[src/rtl/fetch_queue_stage.sv]
// rtl/fetch_queue_stage.sv - instruction fetch with small word queue, IF/ID register and delay-slot redirects
module fetch_queue_stage #(
    parameter logic [31:0] RESET_PC = 32'h0000_0000,
    parameter int          QDEPTH   = 2
) (
    input  logic        clock,
    input  logic        reset,
    input  logic        stall,
    input  logic        branch,
    input  logic        jump,
    input  logic        jar,
    input  logic [29:0] branchtarget,
    input  logic [29:0] rega,
    output logic        imem_req,
    output logic [29:0] imem_addr,
    input  logic        imem_ack,
    input  logic [31:0] imem_rdata,
    output logic [31:0] instruction,
    output logic [31:0] delayslot,
    output logic [31:0] delayslot2,
    output logic        valid
);

    localparam int QW = $clog2(QDEPTH);
    localparam int CW = QW + 1;
    localparam logic [CW-1:0] QDEPTH_C = CW'(QDEPTH);

    // Queue storage: each entry remembers the word and the word address it came from
    logic [29:0]   q_pc   [QDEPTH];
    logic [31:0]   q_word [QDEPTH];
    logic [QW-1:0] rd_ptr;
    logic [QW-1:0] wr_ptr;
    logic [CW-1:0] count;
    logic [CW-1:0] count_next;

    logic [29:0] fetch_pc;
    logic [29:0] pend_tgt;
    logic        pend;
    logic        drop;
    logic        req_q;

    logic        q_empty;
    logic        ack_fire;
    logic        push;
    logic        pop;
    logic        redirect;
    logic        flush;
    logic [29:0] head_pc;
    logic [31:0] head_word;
    logic [29:0] target;

    assign imem_req  = req_q;
    assign imem_addr = fetch_pc;

    assign q_empty   = (count == '0);
    assign ack_fire  = req_q & imem_ack;
    assign push      = ack_fire & ~drop;
    assign pop       = ~stall & ~q_empty;
    assign redirect  = valid & ~stall & (jar | jump | branch);
    // A redirect with words already queued pops the delay slot and discards everything younger
    assign flush     = redirect & ~q_empty;
    assign head_pc   = q_pc[rd_ptr];
    assign head_word = q_word[rd_ptr];

    // Redirect target selection, jr/jalr first, then j/jal, then taken branch
    always_comb begin
        target = branchtarget;
        if (jar) begin
            target = rega;
        end else if (jump) begin
            target = {delayslot[31:28], instruction[25:0]};
        end
    end

    // Occupancy after this edge; also decides whether a new request may be issued
    always_comb begin
        count_next = count;
        if (flush) begin
            count_next = '0;
        end else if (push && !pop) begin
            count_next = count + 1'b1;
        end else if (!push && pop) begin
            count_next = count - 1'b1;
        end
    end

    // Queue entry write on an accepted (non-dropped) memory response
    always_ff @(posedge clock) begin
        if (push && !flush) begin
            q_pc[wr_ptr]   <= fetch_pc;
            q_word[wr_ptr] <= imem_rdata;
        end
    end

    // IF/ID register, queue pointers, fetch address, drop/pend bookkeeping and request flag
    always_ff @(posedge clock) begin
        if (reset) begin
            instruction <= '0;
            delayslot   <= '0;
            delayslot2  <= '0;
            valid       <= 1'b0;
            rd_ptr      <= '0;
            wr_ptr      <= '0;
            count       <= '0;
            fetch_pc    <= RESET_PC[31:2];
            pend_tgt    <= '0;
            pend        <= 1'b0;
            drop        <= 1'b0;
            req_q       <= 1'b0;
        end else begin
            if (!stall) begin
                if (!q_empty) begin
                    instruction <= head_word;
                    valid       <= 1'b1;
                    delayslot   <= {head_pc + 30'd1, 2'b00};
                    delayslot2  <= {head_pc + 30'd2, 2'b00};
                end else begin
                    instruction <= '0;
                    valid       <= 1'b0;
                end
            end

            if (flush) begin
                rd_ptr <= '0;
                wr_ptr <= '0;
            end else begin
                if (push) begin
                    wr_ptr <= wr_ptr + 1'b1;
                end
                if (pop) begin
                    rd_ptr <= rd_ptr + 1'b1;
                end
            end
            count <= count_next;

            // A completed request moves the fetch address, to the parked target if one is waiting
            if (ack_fire) begin
                drop <= 1'b0;
                if (pend) begin
                    fetch_pc <= pend_tgt;
                    pend     <= 1'b0;
                end else begin
                    fetch_pc <= fetch_pc + 30'd1;
                end
            end

            if (redirect) begin
                if (!q_empty) begin
                    if (req_q && !imem_ack) begin
                        // In-flight word is younger than the delay slot: discard it, then go to target
                        drop     <= 1'b1;
                        pend     <= 1'b1;
                        pend_tgt <= target;
                    end else begin
                        fetch_pc <= target;
                        pend     <= 1'b0;
                    end
                end else if (push) begin
                    // The word arriving now is the delay slot; it stays queued
                    fetch_pc <= target;
                    pend     <= 1'b0;
                end else begin
                    // Delay slot not yet returned; steer after its response
                    pend     <= 1'b1;
                    pend_tgt <= target;
                end
            end

            // Keep an unacknowledged request up; otherwise issue only if a slot stays free
            req_q <= (req_q & ~imem_ack) | (count_next < QDEPTH_C);
        end
    end

endmodule

[config.mk]
export PLATFORM = sky130hd
export DESIGN_NAME = fetch_queue_stage
export DESIGN_NICKNAME = d
export VERILOG_FILES = /design/src/rtl/fetch_queue_stage.sv
export SDC_FILE = /design/constraint.sdc
export NUM_CORES = 1
export LEC_CHECK = 0
export CORE_MARGIN = 2
export CORE_UTILIZATION = 50
export CTS_CLUSTER_DIAMETER = 200
export DETAILED_ROUTE_END_ITERATION = 7
export PLACE_DENSITY = 0.82
export SKIP_LAST_GASP = 1
export SYNTH_ARGS = -nofsm -noshare
export SYNTH_HDL_FRONTEND = slang
export SYNTH_SLANG_ARGS = --single-unit
export TNS_END_PERCENT = 1
[constraint.sdc]
create_clock -name clock -period 9.7 [get_ports clock]
set_input_delay 1.94 -clock clock [delete_from_list [all_inputs] [get_ports clock]]
set_output_delay 1.94 -clock clock [all_outputs]
set_load 0.05 [all_outputs]
==> summary.md <==
| Metric | Value |
|---|---|
| Status | `completed` |
| Dpl cells | `1828` |
| Worst Max-Slew Pin Slew | `1250 ps` |
| Critical path class | `input port to flop` |
| Starting density of the core | `50.9%` |
| #FFs+latches synth | `285` |
| Commonest non-fill, non-tap cell in the layout | `clkdlybuf4s50_1` |
| Non-filler cells, final | `1883` |
| CP cell instances | `clkdlybuf4s50_1 -> buf_4 -> or2_4 -> inv_1 -> ha_1 -> nor3b_1 -> a221oi_1 -> nor2_1 -> a21oi_1` |
| Final Util | `63.5%` |
| Reg clk slew, reported paths | `60 ps` |
| Post-detail-place hpwl | `23.2 mm` |
| Count of different cell masters after synthesis | `65` |
| Fin Clk Skew | `24.1 ps` |
| Max-slew violations | `0` |
| Fillcell total | `2067` |
| Final hold violation count | `0` |
| Final critical-path required period | `5000 ps` |
| PostCTS Resize Cnt | `0` |
| CP Data Arrival Time | `5470 ps` |
| Clock latency on the worst-skew pair | `570 ps` |
| Crit-path max FO | `94` |
| First-pass GRT wire length | `53.4 mm` |
| Total Wirelength | `33.5 mm` |
| Most frequent cells in the layout | `219 x clkdlybuf4s50_1, 195 x nand2_1, 160 x dfxtp_1` |
| Layout area overhead | `24.6%` |
| Antenna violations before repair | `0` |
| DIE WIDTH | `167 um` |
| R2R setup slack | `5840 ps` |
| DP Worst Slack | `4100 ps` |
| Worst Hold Path Cells | `2` |
| Unrepaired setup endpoints after global routing | `false` |
| H-tree depth | `1` |
| Sequential-to-total area share from yosys stat | `52.3%` |
| CORE AREA | `0.0261 sq mm` |
| Main synth FF type | `dfxtp_1` |
| Syn Inst Count | `1358` |
| F_max | `200 MHz` |
| Setup bufs post-CTS | `0` |
| Vias in the first global route | `10167` |
| N_diodes | `0` |
| CP delay by family, top | `buffers and inverters` |
| Hold_buf cts | `0` |
| Longest Clk Path Bufs | `3` |
| DIE AREA | `0.0279 sq mm` |
| Endpoints failing setup | `0` |
| Post-route setup slack | `4700 ps` |
| Slew HR | `16.3%` |
| Synthesized area | `0.0133 sq mm` |
| Share of layout cells above drive strength 1 | `5.62%` |
| WL/cell | `17.8 um` |
| Via count | `10933` |
| Max rail drop VDD | `0.116 mV` |
| Clock sink total | `285` |
| Gpl congestion | `0.868` |
| DRT Pass-1 Iters | `5` |
| Crit path largest cell delay | `910 ps` |
| Power Dens Cells | `170 mW/mm^2` |
| Worst hold path endpoint | `delayslot[6]` |
| Global route overflow | `0` |
| Worst Setup Start Kind | `input port` |
| Setup TNS | `0 ps` |
| Max Cap Viol | `0` |
| Gr usage total | `23.3%` |
| DRT iter0 DRCs | `892` |
| ANT nets after route | `0` |
| Rows | `59` |
| Crit path buf inv count | `3` |
| Avg Inst Size Synth | `9.77 sq um` |
| Worst r2r dst | `delayslot[29]` |
| Yosys warns | `0` |
| Pin count of the biggest net entering global routing | `107` |
| Min-delay src | `delayslot[6]` |
| IO Pins | `227` |
| Static leakage | `5.33 nW` |
| Die H | `167 um` |
| CP max-delay cell | `or2_4` |
| CTS tree | `yes` |
| Critical path capture point type | `flop` |
| Post-synth EDFFs | `124` |
| Vias per cell | `5.81` |
| Nets | `1630` |
| Total power | `2.82 mW` |
| Async SR Flop Fraction | `0%` |
| DR DRC count | `0` |
| Fin crit share | `51.5%` |
| Worst path required time | `10170 ps` |
| Clock root cell | `clkbuf_16` |
| Worst hold path class | `flop to flop` |
| PortBufs | `222` |
| TritonCTS Buffers | `30` |
| R2R cell count | `9` |
==> final cells by class <==
type | count | area (sq um) | area share, %
Sequential cell | 285 | 6950 | 42.0
Clock buffer | 39 | 805 | 4.86
Timing Repair Buffer | 233 | 2290 | 13.9
Inverter | 14 | 52.6 | 0.318
Multi-Input combinational cell | 961 | 5850 | 35.4
Tap cell | 335 | 419 | 2.53
Clock inverter | 16 | 173 | 1.04
==> registers in the layout (all words and copies together) (netlist names), named ones only <==
register and cells:
rd_ptr 1, q_pc 60, delayslot2 30, imem_req 1, drop 1, imem_addr 30
wr_ptr 1, delayslot 30, q_word 64, pend 1, valid 1, count 2
instruction 32, pend_tgt 30
==> synthesized netlist by cell type (3+ instances only) <==
| cell type | instances | area, sq um |
|---|---|---|
| a211o_1 | 5 | 43.8 |
| a211oi_1 | 9 | 67.6 |
| a21o_1 | 4 | 30.0 |
| a21oi_1 | 112 | 561 |
| a221oi_1 | 6 | 52.6 |
| a221oi_2 | 5 | 75.1 |
| a22oi_1 | 10 | 75.1 |
| and2_1 | 4 | 25.0 |
| and3_1 | 10 | 62.6 |
| buf_1 | 8 | 30.0 |
| buf_2 | 8 | 40.0 |
| buf_4 | 11 | 82.6 |
| buf_6 | 3 | 33.8 |
| clkbuf_1 | 71 | 267 |
| dfxtp_1 | 161 | 3220 |
| edfxtp_1 | 124 | 3720 |
| ha_1 | 6 | 75.1 |
| inv_1 | 14 | 52.6 |
| mux2_2 | 6 | 67.6 |
| mux2i_1 | 111 | 1110 |
| nand2_1 | 195 | 732 |
| nand2b_1 | 4 | 25.0 |
| nand3_1 | 49 | 245 |
| nand3b_1 | 57 | 428 |
| nand4_1 | 20 | 125 |
| nand4b_1 | 4 | 35.0 |
| nor2_1 | 113 | 424 |
| nor2b_1 | 3 | 18.8 |
| nor3_1 | 22 | 110 |
| nor3b_1 | 4 | 30.0 |
| nor4_1 | 6 | 37.5 |
| nor4_2 | 4 | 50.1 |
| o211ai_1 | 12 | 90.1 |
| o21ai_0 | 77 | 385 |
| o22ai_1 | 7 | 43.8 |
| o311ai_0 | 24 | 210 |
| o41ai_1 | 4 | 35.0 |
| or3_1 | 14 | 87.6 |
| or4_1 | 4 | 30.0 |
| xnor2_1 | 15 | 131 |
==> worst reg2reg max path, stage by stage (launching register included) <==
cell,delay (ps)
dfxtp_4,760
buf_4,700
mux2_2,340
ha_1,230
inv_1,90
a211oi_1,210
buf_4,220
nand4_1,450
o41ai_1,510
o311ai_0,180
==> worst max path at each step <==
| stage | startpoint | depth (start not counted) | end |
|---|---|---|---|
| CTS | stall | 9 | imem_req |
| finish | stall | 9 | imem_req |
| global route | stall | 9 | imem_req |
| global placement | stall | 9 | imem_req |
| detailed placement | stall | 9 | imem_req |
| floorplan | jar | 4 | q_pc[1][0] |
==> layer usage <==
metal  share of wire [%]  global-route usage (%)  routed length (um)
met3                 7.3                    3.61                2440
met2                  47                    38.4               15600
met5                   0                       0                   0
met1                  44                    32.0               14600
met4                 2.5                    7.05                 850
==> cell families (layout without fill, tap and decap cells) <==
family	after synthesis	after routing	share of synthesized area, %
simple gates	520	520	19.2
xor+xnor	17	17	1.12
buf+inv	115	302	3.81
compound gates	297	297	14.1
other cells	1	4	0.0283
fa+ha+maj	6	6	0.566
mux	117	117	8.88
flops	285	285	52.3
==> report_power, final <==
part           leakage [nW]  total, mW  internal (mW)  switching, mW
Clock                 0.477       1.13          0.664          0.465
Combinational          2.41      0.355          0.136          0.219
Sequential             2.44       1.34           1.30         0.0367
Total                  5.33       2.82           2.10          0.720
==> stage by stage <==
step	hold WS [ps]	area [sq um]
2_1_floorplan	432	13300
3_5_place_dp	442	15600
6_report	449	16500
4_1_cts	451	16500
3_3_place_gp	438	15600
5_1_grt	466	16500
No activity file was read; power rests on OpenSTA's default activity.
